`src/rtl/mem_dump_sender_pkg.sv`:
```
// Shared defaults and FSM encoding for mem_dump_sender (the data-memory geometry
// must match the data memory that feeds i_bus_debug).
package mem_dump_sender_pkg;

  localparam int unsigned DEFAULT_ADDR_SIZE = 5;
  localparam int unsigned DEFAULT_SLOT_SIZE = 32;
  localparam int unsigned BYTE_W            = 8;

  typedef enum logic [1:0] {
    ST_IDLE = 2'd0,
    ST_SEND = 2'd1,
    ST_DONE = 2'd2
  } dump_state_t;

endpackage

```
`src/rtl/mem_dump_sender.sv`:
```
// Snapshots the flattened data-memory debug bus and streams it out byte-wise
// over a valid/ready sink. Optional per-slot index prefix: MEM_DUMP_ADDR_PREFIX_EN.
module mem_dump_sender
  import mem_dump_sender_pkg::*;
#(
  parameter int unsigned ADDR_SIZE = DEFAULT_ADDR_SIZE,
  parameter int unsigned SLOT_SIZE = DEFAULT_SLOT_SIZE
) (
  input  logic                                  i_clk,
  input  logic                                  i_reset,
  input  logic                                  i_start,
  input  logic [(2**ADDR_SIZE)*SLOT_SIZE-1:0]   i_bus_debug,
  input  logic                                  i_tx_ready,
  output logic [BYTE_W-1:0]                     o_tx_data,
  output logic                                  o_tx_valid,
  output logic                                  o_busy,
  output logic                                  o_done
);

  localparam int unsigned TOTAL_W        = (2**ADDR_SIZE) * SLOT_SIZE;
  localparam int unsigned IDX_W          = $clog2(TOTAL_W);
  localparam int unsigned BYTES_PER_SLOT = SLOT_SIZE / BYTE_W;
  localparam int unsigned BCW            = $clog2(BYTES_PER_SLOT + 1);

`ifdef MEM_DUMP_ADDR_PREFIX_EN
  // Position 0 of each slot is the index prefix, data bytes follow.
  localparam logic [BCW-1:0] LAST_BYTE = BCW'(BYTES_PER_SLOT);
`else
  localparam logic [BCW-1:0] LAST_BYTE = BCW'(BYTES_PER_SLOT - 1);
`endif

  dump_state_t          state;
  logic [TOTAL_W-1:0]   snapshot;
  logic [ADDR_SIZE-1:0] slot_cnt;
  logic [BCW-1:0]       byte_cnt;
  logic [BCW-1:0]       data_byte;
  logic [IDX_W-1:0]     sel_base;
  logic [BYTE_W-1:0]    cur_byte;

  // NOTE: every always_comb output gets a default first so no path leaves a latch.
  always_comb begin
    data_byte = byte_cnt;
`ifdef MEM_DUMP_ADDR_PREFIX_EN
    if (byte_cnt != '0) data_byte = byte_cnt - BCW'(1);
`endif
    // MSB byte of the slot goes first, so offset counts down from the top byte.
    sel_base = IDX_W'(slot_cnt) * IDX_W'(SLOT_SIZE)
             + IDX_W'(BCW'(BYTES_PER_SLOT - 1) - data_byte) * IDX_W'(BYTE_W);
    cur_byte = snapshot[sel_base +: BYTE_W];
`ifdef MEM_DUMP_ADDR_PREFIX_EN
    if (byte_cnt == '0) cur_byte = BYTE_W'(slot_cnt);
`endif
  end

  assign o_tx_data = (state == ST_SEND) ? cur_byte : '0;

  // NOTE: sequential state uses non-blocking assignments only, so every register
  // samples the pre-edge values regardless of statement order.
  always_ff @(posedge i_clk) begin
    if (i_reset) begin
      state      <= ST_IDLE;
      // NOTE: the wide snapshot is cleared too; a reset must not leave old memory
      // contents reachable through the byte mux.
      snapshot   <= '0;
      slot_cnt   <= '0;
      byte_cnt   <= '0;
      o_tx_valid <= 1'b0;
      o_busy     <= 1'b0;
      o_done     <= 1'b0;
    end else begin
      case (state)
        ST_IDLE: begin
          o_done <= 1'b0;
          if (i_start) begin
            snapshot   <= i_bus_debug;
            slot_cnt   <= '0;
            byte_cnt   <= '0;
            o_tx_valid <= 1'b1;
            o_busy     <= 1'b1;
            state      <= ST_SEND;
          end
        end
        ST_SEND: begin
          if (i_tx_ready) begin
            if (byte_cnt == LAST_BYTE) begin
              byte_cnt <= '0;
              if (&slot_cnt) begin
                o_tx_valid <= 1'b0;
                o_busy     <= 1'b0;
                o_done     <= 1'b1;
                state      <= ST_DONE;
              end else begin
                slot_cnt <= slot_cnt + 1'b1;
              end
            end else begin
              byte_cnt <= byte_cnt + 1'b1;
            end
          end
        end
        ST_DONE: begin
          o_done <= 1'b0;
          state  <= ST_IDLE;
        end
        default: begin
          o_tx_valid <= 1'b0;
          o_busy     <= 1'b0;
          o_done     <= 1'b0;
          state      <= ST_IDLE;
        end
      endcase
    end
  end

endmodule
```
`config.mk`:
```
export PLATFORM = sky130hd
export DESIGN_NAME = mem_dump_sender
export DESIGN_NICKNAME = d
export VERILOG_FILES = /design/src/rtl/mem_dump_sender_pkg.sv /design/src/rtl/mem_dump_sender.sv
export SDC_FILE = /design/constraint.sdc
export NUM_CORES = 2
export LEC_CHECK = 0
export BUFFER_PORTS_ARGS = -buffer_cell sky130_fd_sc_hd__buf_2
export CORE_AREA = 2 2 409 411
export CTS_CLUSTER_SIZE = 24
export DETAILED_ROUTE_END_ITERATION = 8
export DIE_AREA = 0 0 411 413
export SYNTH_ARGS = -nofsm -noshare
export SYNTH_HDL_FRONTEND = slang
export SYNTH_SLANG_ARGS = --single-unit
```
`constraint.sdc`:
```
create_clock -name i_clk -period 3.6 [get_ports i_clk]
set_input_delay 0.18 -clock i_clk [delete_from_list [all_inputs] [get_ports i_clk]]
set_output_delay 0.18 -clock i_clk [all_outputs]
set_load 0.01 [all_outputs]
```
==> impl_metrics.csv <==
group,metric,value,unit
outcome,outcome,"finished with violations",
outcome,failed_checks,"negative setup slack",
synthesis,synthesis.area,43600,um^2
clock_network,clk_latency,0.76,ns
critical_path,startpoint_type,"register",
power,swShare,28.0,%
synthesis,async_reset_ff_share,0,%
synthesis,synth_nets,6199,
clock_network,cts_buffers,113,
power,pwr-share-clk,40.7,%
timing,skew,0.0507,ns
job,maxCapViolations,0,
floorplanning,start_util,26.3,%
drt,wirelength,233000,um
synthesis,yosysTopAreaCellShare,47.6,%
drt,drtAntennaViolNets,0,
clock_network,cts_root_buf,"clkbuf_16",
synthesis,synth.most_common_cell,"nand2_1",
floorplanning,dieWidth,411,um
layout,drive_gt1_share,24.0,%
global_routing,grt_pass1_vias,47000,
placed_design,gp_congestion,0.970,
floorplanning,fp.dieArea,170000,um^2
critical_path,worstSetupPathType,"register to primary output",
floorplanning,rows,150,
layout,finish.instance_area,67300,um^2
drt,drtIter0Drc,4959,
layout,area_growth,54.5,%
drt,drc,0,
timing,period_share,108,%
global_routing,overflow,0,
layout,finalNetCount,8165,
critical_path,required,3.42,ns
power,seqPwrFrac,42.9,%
power,combPwrFrac,16.4,%
placed_design,dp_hpwl,166000,um
synthesis,synth.cells.most_frequent,"nand2_1, dfxtp_1, a21oi_1",
clock_network,cts_max_path_buffers,3,
drt,vias,48200,
global_routing,grt_first_pass_wirelength,321000,um
power,ir_drop,0.359,mV
timing,relSlewSlack,44.8,%
drt,firstDrtPassIters,8,
synthesis,ys_ff_latch,1036,
critical_path,end_kind,"primary output",
floorplanning,core_area,166000,um^2
synthesis,ys_types,40,
min_path,hold_path_class,"input pin to register",
timing,final.setup.worst_slack,-0.287,ns
timing,finalCriticalPeriod,3.89,ns
critical_path,critPathMaxFanout,8,
placed_design,placed_cell_area,51500,um^2
clock_network,clk_pin_slew_worst_paths,0.06,ns
drt,avgRoutedWirePerCell,24.6,um
synthesis,ys_warn_count,0,
synthesis,synth_flop_cell,"dfxtp_1",
placed_design,dpl.cell_count,8113,
synthesis,synth.avg_cell_area,8.44,um^2
synthesis,synth-edff-count,0,
global_routing,grt_use_total,26.0,%
power,p_total,0.0298,W
timing,rsz0062_at_grt,"true",
clock_network,htreeDepth,3,
timing,worstMarginPinSlew,0.828,ns
layout,instances_no_fill,9462,
power,power.internal,0.0214,W
synthesis,synth_area_leader_cell,"dfxtp_1",
floorplanning,die_y,413,um
global_routing,antenna_found_initial,58,
floorplanning,io_pins,1039,
timing,fmax,257,MHz
timing,setup-violations-final,8,
power,p_per_area,443,nW/um^2
placed_design,io_buffer_count,1038,
synthesis,synth_area_leaders,"dfxtp_1, nand2_1, mux4_2",
power,p_leak,26.7,nW
drt,via_per_inst,5.09,
timing,hold_viol_final,0,
power,switchingPower,0.00834,W
global_routing,grt_max_degree,179,
timing,slew_viol_final,0,
clock_network,clock_sinks,1036,
critical_path,critPathArrivalTime,3.71,ns
synthesis,yosysSeqAreaShare,47.6,%
synthesis,netlist_instances,5163,
clock_network,cts_tree,"built",
==> timing repair <==
| action | in CTS | in global routing |
|---|---|---|
| hold endpoints to repair | 1032 | 0 |
| pin swaps | 16 | 9 |
| setup endpoints to repair | 8 | 8 |
| hold buffers | 1065 | 0 |
| gates cloned | 8 | 0 |
| buffers inserted | 23 | 14 |
| gates resized for setup | 94 | 33 |
==> state kept, by name (all words and copies together) (netlist names) <==
name / count
byte_cnt: 3
o_busy: 1
o_done: 1
slot_cnt: 5
snapshot: 1024
state: 2
==> cells in the final DEF, fill, tap and decap left out, drive strengths merged, types with 2 or more instances in the layout <==
cell type / instances
a221oi: 24
and3: 2
o41ai: 8
o21a: 2
and2: 4
clkbuf: 157
mux4: 240
dlygate4sd3: 1065
ha: 7
xor2: 5
nand2: 2094
nor2: 17
nor2b: 6
dfxtp: 1036
xnor2: 2
a21oi: 1032
mux2i: 86
or2b: 3
nand3: 18
a22oi: 80
a32oi: 2
bufinv: 8
clkinvlp: 5
buf: 1226
o2111ai: 15
nand2b: 8
clkinv: 27
inv: 10
nor3: 6
diode: 41
and4b: 8
o21ai: 4
==> logic make-up (layout without fill, tap and decap cells) <==
family	after synthesis	in the layout	synth area share [%]
muxes	326	326	14.4
adders and majority gates	8	8	0.247
DFF	1036	1036	47.6
buffers and inverters	445	2499	4.18
xor gates and xnor gates	7	7	0.158
AOI/OAI and AO/OA	1171	1171	14.4
and+or+nand+nor	2170	2170	19.1
other	0	41	0
==> per-stage QoR <==
step / utilization (%) / TNS, ns / hold WS (ns) / setup WS (ns)
CTS: 40.4 / -3.55 / 0.134 / -0.490
global route: 40.5 / -3.24 / 0.164 / -0.434
global placement: 31.1 / -0.125 / 0.424 / -0.119
floorplan: - / 0 / 0.316 / 0.756
finish: 40.6 / -2.12 / 0.166 / -0.287
detailed placement: 31.1 / -0.203 / 0.429 / -0.130
==> path summary, 6_finish.rpt <==
path	cells after the start	slack (ns)	start	end
max	11	-0.29	byte_cnt[2]	o_tx_data[3]
min	5	0.17	i_start	snapshot[922]
max reg2reg	5	1.01	state[1]	snapshot[324]
min reg2reg	2	0.45	snapshot[147]	snapshot[147]
==> critical path: stages (launching register included) <==
cell and delay, ns:
dfxtp_2 0.34, ha_4 0.32, buf_16 0.16, buf_4 0.17
buf_4 0.14, buf_4 0.19, mux4_2 0.58, mux2i_1 0.29
o2111ai_2 0.20, buf_4 0.21, and4b_1 0.19, buf_6 0.15
==> layer usage <==
metal / wire, um / track usage (%) / share of wire [%]
met1: 88200 / 30.8 / 38
met2: 107000 / 41.4 / 46
met3: 18500 / 5.72 / 8.0
met4: 19000 / 19.1 / 8.2
met5: 194 / 0 / 0.083
==> power by group through the flow <==
stage	clock network, W	logic (W)	registers, W
floorplan	0	0.00206	0.0126
global placement	0	0.00360	0.0130
detailed placement	0	0.00366	0.0130
CTS	0.0123	0.00475	0.0128
global route	0.0127	0.00521	0.0128
finish	0.0121	0.00489	0.0128
==> layout make-up <==
| class | instances | area, um^2 |
|---|---|---|
| Antenna cell | 41 | 103 |
| Clock buffer | 157 | 3250 |
| Clock inverter | 46 | 621 |
| Fill cell | 15900 | 98600 |
| Inverter | 4 | 15.0 |
| Multi-Input combinational cell | 3682 | 21500 |
| Sequential cell | 1036 | 20700 |
| Tap cell | 2204 | 2760 |
| Timing Repair Buffer | 2292 | 18300 |
Power figures use the tool's default switching activity.
